## src/rtl/mmio_ctrl.sv

```systemverilog
// IO-region register block for the 3-stage core: cycle/instret counters, UART RX handshake
// and a small TX FIFO that decouples CPU stores from the serializer.
module mmio_ctrl #(
    parameter int TX_DEPTH = 4
) (
    input  logic        clk,
    input  logic        rst,
    input  logic [31:0] io_addr,
    input  logic        io_re,
    input  logic        io_we,
    input  logic [31:0] io_wdata,
    input  logic        instr_retire,
    output logic [31:0] io_rdata,
    output logic [7:0]  uart_tx_data_in,
    output logic        uart_tx_data_in_valid,
    input  logic        uart_tx_data_in_ready,
    input  logic [7:0]  uart_rx_data_out,
    input  logic        uart_rx_data_out_valid,
    output logic        uart_rx_data_out_ready
);
    localparam int PTR_W = $clog2(TX_DEPTH);
    localparam int CNT_W = PTR_W + 1;
    localparam logic [CNT_W-1:0] DEPTH = CNT_W'(TX_DEPTH);

    localparam logic [7:0] OFF_STATUS  = 8'h00;
    localparam logic [7:0] OFF_RXDATA  = 8'h04;
    localparam logic [7:0] OFF_TXDATA  = 8'h08;
    localparam logic [7:0] OFF_CYCLE   = 8'h10;
    localparam logic [7:0] OFF_INSTRET = 8'h14;
    localparam logic [7:0] OFF_CNTRST  = 8'h18;

    logic [7:0]       fifo_mem [TX_DEPTH];
    logic [PTR_W-1:0] wr_ptr;
    logic [PTR_W-1:0] rd_ptr;
    logic [CNT_W-1:0] count;
    logic             tx_ovf;
    logic [31:0]      cycle_cnt;
    logic [31:0]      instret_cnt;

    logic [7:0]  offset;
    logic        sel;
    logic        rd;
    logic        wr;
    logic        tx_ready;
    logic        push_req;
    logic        push;
    logic        pop;
    logic        cnt_clear;
    logic [31:0] rdata_next;
    logic        unused_bits;

    assign offset    = io_addr[7:0];
    assign sel       = (io_addr[31:30] == 2'b10);
    assign rd        = sel && io_re;
    assign wr        = sel && io_we;
    assign tx_ready  = (count < DEPTH);
    assign push_req  = wr && (offset == OFF_TXDATA);
    assign push      = push_req && tx_ready;
    assign pop       = uart_tx_data_in_valid && uart_tx_data_in_ready;
    assign cnt_clear = wr && (offset == OFF_CNTRST);

    assign uart_tx_data_in_valid = (count != '0);
    assign uart_tx_data_in       = fifo_mem[rd_ptr];
    assign unused_bits           = ^{io_addr[29:8], io_wdata[31:8]};

    // Load mux sees pre-update state, so reads return values from before this edge.
    always_comb begin
        rdata_next = '0;
        case (offset)
            OFF_STATUS:  rdata_next = {29'd0, tx_ovf, uart_rx_data_out_valid, tx_ready};
            OFF_RXDATA:  rdata_next = {24'd0, uart_rx_data_out};
            OFF_CYCLE:   rdata_next = cycle_cnt;
            OFF_INSTRET: rdata_next = instret_cnt;
            default:     rdata_next = '0;
        endcase
    end

    always_ff @(posedge clk) begin
        if (rst) begin
            io_rdata               <= '0;
            uart_rx_data_out_ready <= 1'b0;
        end else begin
            if (rd) begin
                io_rdata <= rdata_next;
            end
            uart_rx_data_out_ready <= rd && (offset == OFF_RXDATA) && uart_rx_data_out_valid;
        end
    end

    // An overflowing push wins over a same-cycle STATUS clear.
    always_ff @(posedge clk) begin
        if (rst) begin
            tx_ovf <= 1'b0;
        end else if (push_req && !tx_ready) begin
            tx_ovf <= 1'b1;
        end else if (wr && (offset == OFF_STATUS)) begin
            tx_ovf <= 1'b0;
        end
    end

    always_ff @(posedge clk) begin
        if (rst) begin
            wr_ptr <= '0;
            rd_ptr <= '0;
            count  <= '0;
        end else begin
            if (push) begin
                wr_ptr <= wr_ptr + PTR_W'(1);
            end
            if (pop) begin
                rd_ptr <= rd_ptr + PTR_W'(1);
            end
            case ({push, pop})
                2'b10:   count <= count + CNT_W'(1);
                2'b01:   count <= count - CNT_W'(1);
                default: count <= count;
            endcase
        end
    end

    always_ff @(posedge clk) begin
        if (push) begin
            fifo_mem[wr_ptr] <= io_wdata[7:0];
        end
    end

    always_ff @(posedge clk) begin
        if (rst || cnt_clear) begin
            cycle_cnt   <= '0;
            instret_cnt <= '0;
        end else begin
            cycle_cnt   <= cycle_cnt + 32'd1;
            instret_cnt <= instret_cnt + {31'd0, instr_retire};
        end
    end

endmodule

```

## config.mk

```make
export PLATFORM = sky130hd
export DESIGN_NAME = mmio_ctrl
export DESIGN_NICKNAME = d
export VERILOG_FILES = /design/src/rtl/mmio_ctrl.sv
export SDC_FILE = /design/constraint.sdc
export NUM_CORES = 1
export LEC_CHECK = 0
export BUFFER_PORTS_ARGS = -buffer_cell sky130_fd_sc_hd__buf_2
export CORE_MARGIN = 1.5
export CORE_UTILIZATION = 44
export DETAILED_ROUTE_END_ITERATION = 6
export PLACE_DENSITY_LB_ADDON = 0.1
export SLEW_MARGIN = 10
export SYNTH_ARGS = -nofsm -noshare
export SYNTH_HDL_FRONTEND = slang
export SYNTH_SLANG_ARGS = --single-unit
export TNS_END_PERCENT = 30
```

## constraint.sdc

```tcl
create_clock -name clk -period 5.5 [get_ports clk]
set_clock_uncertainty 0.15 [all_clocks]
set_input_delay 0.825 -clock clk [delete_from_list [all_inputs] [get_ports clk]]
set_output_delay 0.825 -clock clk [all_outputs]
set_load 0.1 [all_outputs]
```

== Yosys cells after proc, flatten, opt, wreduce, memory -nomap -nowiden ==
Memories as Yosys holds them, arrays and structs flattened. A register that Yosys moved wholly into a read port is not among the register bits.
Index checks and enable logic that the tools add are counted.
W data, S select, Z words.

* Bits in registers: 105
* Bits in writable memories: 32
* Input port bits: 79
* Output and inout bits: 42
* Word-level logic and storage cells: 48
* Memories: 1

* $add $sub $neg: 6
* Order comparisons: 1
* Eq/ne operators: 8
* Multiplexer cells: 8
* Reduce and logical (&&, ||, !) cells: 16

{| class="wikitable"
|+ Memory list
! name !! depth !! width !! read ports !! clocked after Yosys merged registers in !! wr ports !! RTL line !! RTL
|-
| fifo_mem || 4 || 8 || 1 || 1 || 1 || 32 || <nowiki>logic [7:0] fifo_mem [TX_DEPTH];</nowiki>
|}

{| class="wikitable"
|+ Operator list
! operator !! count
|-
| $pmux W32 S4 || 1
|-
| $add A32 B1 Y32 || 1
|-
| $add A32 B1 Y32 const B || 1
|-
| $eq A8 B5 Y1 const B || 3
|-
| $logic_and A1 B1 Y1 || 10
|-
| $eq A8 B3 Y1 const B || 1
|-
| $eq A8 B4 Y1 const B || 1
|-
| $logic_not A8 Y1 || 1
|-
| $pmux W3 S2 || 1
|-
| $add A2 B1 Y2 const B || 2
|-
| $eq A2 B2 Y1 const B || 2
|-
| $mux W1 || 4
|-
| $mux W2 || 2
|-
| $reduce_bool A2 Y1 || 2
|-
| $add A3 B1 Y3 const B || 1
|-
| $lt A3 B3 Y1 const B || 1
|-
| $reduce_bool A3 Y1 || 1
|-
| $sub A3 B1 Y3 const B || 1
|-
| $eq A2 B1 Y1 const B || 1
|-
| $logic_not A1 Y1 || 1
|-
| $logic_or A1 B1 Y1 || 1
|}

== Logic depth before layout (Yosys ltp) ==
* Depth in word-level cells: 6
* Mapped depth: 11
* Depth with buffers taken out: 10

== Worst setup path after synthesis ==
Ideal clock, no wire load.

* Kind: input -> register
* From: input io_addr[2]
* To: register count[2]
* Setup time: 70 ps
* Arrival time: 2,700 ps
* Slack: 2,580 ps
* Stages on the path: 10
* Cells stage by stage: nor4bb_1 -> and3_1 -> and2_1 -> inv_1 -> ha_1 -> inv_1 -> fa_1 -> xor2_1 -> or3_1 -> a21oi_1

* Cells in the longest elaborated chain, start to end: 5

{| class="wikitable"
|+ Ends and longest elaborated chain
! what !! RTL line !! RTL
|-
| start: declaration || 8 || <nowiki>input logic [31:0] io_addr,</nowiki>
|-
| $eq A8 B4 Y1 (*) || 57 || <nowiki>assign push_req = wr && (offset == OFF_TXDATA);</nowiki>
|-
| $logic_and A1 B1 Y1 (*) || 57 ||
|-
| $logic_and A1 B1 Y1 (*) || 58 || <nowiki>assign push = push_req && tx_ready;</nowiki>
|-
| $eq A2 B1 Y1 / $eq A2 B2 Y1 (equally long branches) || 113 || <nowiki>case ({push, pop})</nowiki>
|-
| $pmux W3 S2 / $reduce_bool A2 Y1 (equally long branches) || -- ||
|-
| end signal: assignment || 114 || <nowiki>2'b10: count <= count + CNT_W'(1);</nowiki>
|-
| end signal: assignment || 115 || <nowiki>2'b01: count <= count - CNT_W'(1);</nowiki>
|-
| end signal: assignment || 116 || <nowiki>default: count <= count;</nowiki>
|-
| end: declaration || 35 || <nowiki>logic [CNT_W-1:0] count;</nowiki>
|}

Every way passes the cells marked *; elsewhere a longest branch is shown, timed or not.
A chain may end at the register's enable or synchronous reset.

== Final worst setup path ==
Ends and elaborated chain as after synthesis.

==> results.json <==
{
  "synth_edf_count": 32,
  "end_kind": "flip-flop",
  "netlist_area_um2": 6250,
  "yosysWarnings": 0,
  "hp-class": "reg -> reg",
  "slew_headroom_pct": 23.3,
  "hpwl_um": 9870,
  "yosys-top-cells-area": "dfxtp_1, edfxtp_1, mux2_2",
  "required_ns": 5.70,
  "worst_setup_path_start_kind": "primary input",
  "ys_ff_latch": 139,
  "synthCells": 610,
  "vdd_drop_max_mv": 0.193,
  "switching_share_pct": 22.2,
  "diodes": 0,
  "nets": 756,
  "clkPwrFrac_pct": 51.6,
  "switching_power_uw": 511,
  "rsz0062_at_grt": "false",
  "num_rows": 43,
  "yosys.area_share.adder_pct": 1.92,
  "grt_max_degree": 39,
  "period_minus_slack_ns": 3.24,
  "io_pins": 121,
  "grt_pass1_wl_um": 23700,
  "cts_resized": 0,
  "period_share_pct": 59.0,
  "synth_xor_area_share_pct": 3.92,
  "finalHoldViolCount": 0,
  "final_util_pct": 52.8,
  "setup_tns_ns": 0,
  "synthSimpleGateAreaFrac_pct": 19.5,
  "drc_errors": 0,
  "powerDensity_nw_per_um2": 314,
  "drtAntennaViolNets": 0,
  "crit_start": "io_addr[2]",
  "grt_util_all_layers_pct": 21.0,
  "cts_tree": "built",
  "setup_viol": 0,
  "ys_async_sr_fraction_pct": 0,
  "vias": 4935,
  "grt-busiest-layer": "met2",
  "power_frac_comb_pct": 2.7,
  "leakage_nw": 2.59,
  "drive_above_1_share_pct": 23.2,
  "htree_levels": 4,
  "gr-total-overflow": 0,
  "core_area_um2": 13900,
  "reg2reg_slack_ns": 2.88,
  "crit_arrival_ns": 3.44,
  "postCtsSetupBuffers": 0,
  "synth_top_area_cell": "dfxtp_1",
  "worstMarginPinSlew_ns": 1.13,
  "cts_buffer_depth": 2,
  "cap_violations": 0,
  "worstSetupPathType": "in -> reg",
  "start_util_pct": 45.0,
  "area_growth_pct": 17.2,
  "firstDrtPassIters": 4,
  "met3_usage_pct": 4.96,
  "antenna_found_initial": 0,
  "use_met2_pct": 33.4,
  "drt-initial-drc-count": 208,
  "portBuffers": 74,
  "endpoint": "count[2]",
  "grtUsageMet1_pct": 27.6,
  "syn_nets": 698,
  "vias_per_cell": 5.73,
  "power_frac_seq_pct": 45.7,
  "hold_buffers": 0,
  "clock.fmax_mhz": 308,
  "cp_max_fo": 38,
  "die_area_um2": 14900,
  "grt_pass1_vias": 4693,
  "synthMuxAreaShare_pct": 9.13,
  "synthDistinctLibCells": 47,
  "synth_compound_area_share_pct": 12.3,
  "wl_per_cell_um": 16.9,
  "clock_latency_ns": 0.43,
  "syn_area_per_cell_um2": 10.2,
  "r2r_end": "instret_cnt[29]",
  "wirelength_um": 14500,
  "synth-main-ff-cell": "dfxtp_1",
  "synth_seq_area_share_pct": 49.6,
  "reg2reg_depth": 4,
  "worstReg2RegStart": "instret_cnt[5]",
  "chipHeight_um": 122,
  "slew_viol_final": 0,
  "clk_pin_slew_ns": 0.06,
  "synth_top_area_share_pct": 34.3,
  "place.gp.congestion": 0.793,
  "die_w_um": 122,
  "synth_top_family_by_area": "simple AND/OR/NAND/NOR gates",
  "status": "finished clean",
  "cts_sinks": 139,
  "root_buffer": "clkbuf_16",
  "cts_buffers": 17,
  "p_int_mw": 1.79,
  "fillers": 1231
}
[through the flow]
stage          hold WS (ns)  instance area (µm²)  power [mW]  cells  worst slack (ns)
2_1_floorplan         0.291                 6250        1.11    610              2.58
3_3_place_gp          0.287                 6710        1.13    829              1.90
3_5_place_dp          0.296                 6710        1.14    829              1.84
4_1_cts               0.310                 7320        2.32    861              2.28
5_1_grt               0.322                 7320        2.37    861              1.92
6_report              0.304                 7320        2.30    861              2.26
[cell usage after synthesis (2+ instances only)]
master	instances
nand2_1	32
nor4_1	7
mux4_2	11
or3_1	7
nand3_1	24
mux2_2	26
ha_1	8
a21oi_1	35
a22o_1	3
or3_2	2
clkbuf_1	29
dfxtp_1	107
nand4_1	23
xnor2_1	8
a22oi_1	29
nor3_1	2
nand2b_1	3
o21ai_0	17
mux2i_1	3
inv_1	14
and2_1	9
buf_2	4
or2_2	3
nor2_1	58
or4_1	26
o31ai_1	26
and4_1	8
edfxtp_1	32
xor2_1	20
and3_1	10
o21a_1	2
o31a_1	3
buf_6	3
buf_1	3
[critical path: stages]
cell,delay (ns)
buf_2,0.10
buf_4,0.26
nor4bb_1,0.70
and3_1,0.37
and2_1,0.16
inv_1,0.05
ha_1,0.22
inv_1,0.08
fa_1,0.18
xor2_1,0.07
or3_1,0.30
a21oi_1,0.14
[flip-flops by register name, summed over array words and instances, names as in the netlist, named ones only]
name	cells
cycle_cnt	32
fifo_mem	32
instret_cnt	32
io_rdata	32
count	3
rd_ptr	2
wr_ptr	2
tx_ovf	1
uart_rx_data_out_ready	1
[final cells by class]
type	count	area (µm²)	area share [%]
Sequential cell	139	3100	42.4
Tap cell	180	225	3.07
Inverter	14	52.6	0.717
Clock inverter	15	189	2.58
Multi-Input combinational cell	418	2930	40.0
Timing Repair Buffer	78	400	5.47
Clock buffer	17	425	5.81
[layout by cell type (no fill, tap or decap), drive strengths merged, types with 4 or more instances in the layout]
master / count
clkinvlp: 4
xnor2: 8
nand4: 23
or4: 28
a21oi: 36
edfxtp: 32
mux4: 11
ha: 8
buf: 78
xor2: 20
nand2: 32
and2: 10
clkbuf: 17
or3: 9
clkinv: 4
a22oi: 29
o31ai: 26
inv: 18
nand3: 24
nor4: 8
mux2: 26
and4: 9
nor2: 58
and3: 10
dfxtp: 107
o21ai: 17
[how the worst min path moves through the flow]
stage,start,to,slack (ns),cells after the start
after floorplan,tx_ovf,tx_ovf,0.29,2
after global placement,io_rdata[5],io_rdata[5],0.29,2
after detailed placement,io_rdata[3],io_rdata[3],0.30,2
after CTS,io_rdata[3],io_rdata[3],0.31,2
after global routing,io_rdata[7],io_rdata[7],0.32,2
final,io_rdata[3],io_rdata[3],0.30,2
[kinds of logic (layout without fill, tap and decap cells)]
kind of cell	count (synthesis)	count (layout)
AO/OA/AOI/OAI	118	118
XOR/XNOR	28	28
adder cells (fa/ha/maj)	9	9
buffers and inverters	53	124
flip-flops	139	139
multiplexers	40	40
AND/OR/NAND/NOR	223	223
[metal layers]
metal  part of all wire (%)  wire length (µm)  vias up
li1                       -                 -     2405
met5                      0                 0        -
met3                    4.9               705       22
met2                     46              6690      115
met4                    1.7               252        0
met1                     47              6880     2393
[power by group through the flow]
stage,clock network (mW),logic (mW),registers (mW)
3_3_place_gp,0,0.0613,1.07
4_1_cts,1.21,0.0628,1.05
6_report,1.19,0.0627,1.05
5_1_grt,1.25,0.0695,1.05
2_1_floorplan,0,0.0389,1.07
3_5_place_dp,0,0.0626,1.07
Power figures use the tool's default switching activity.
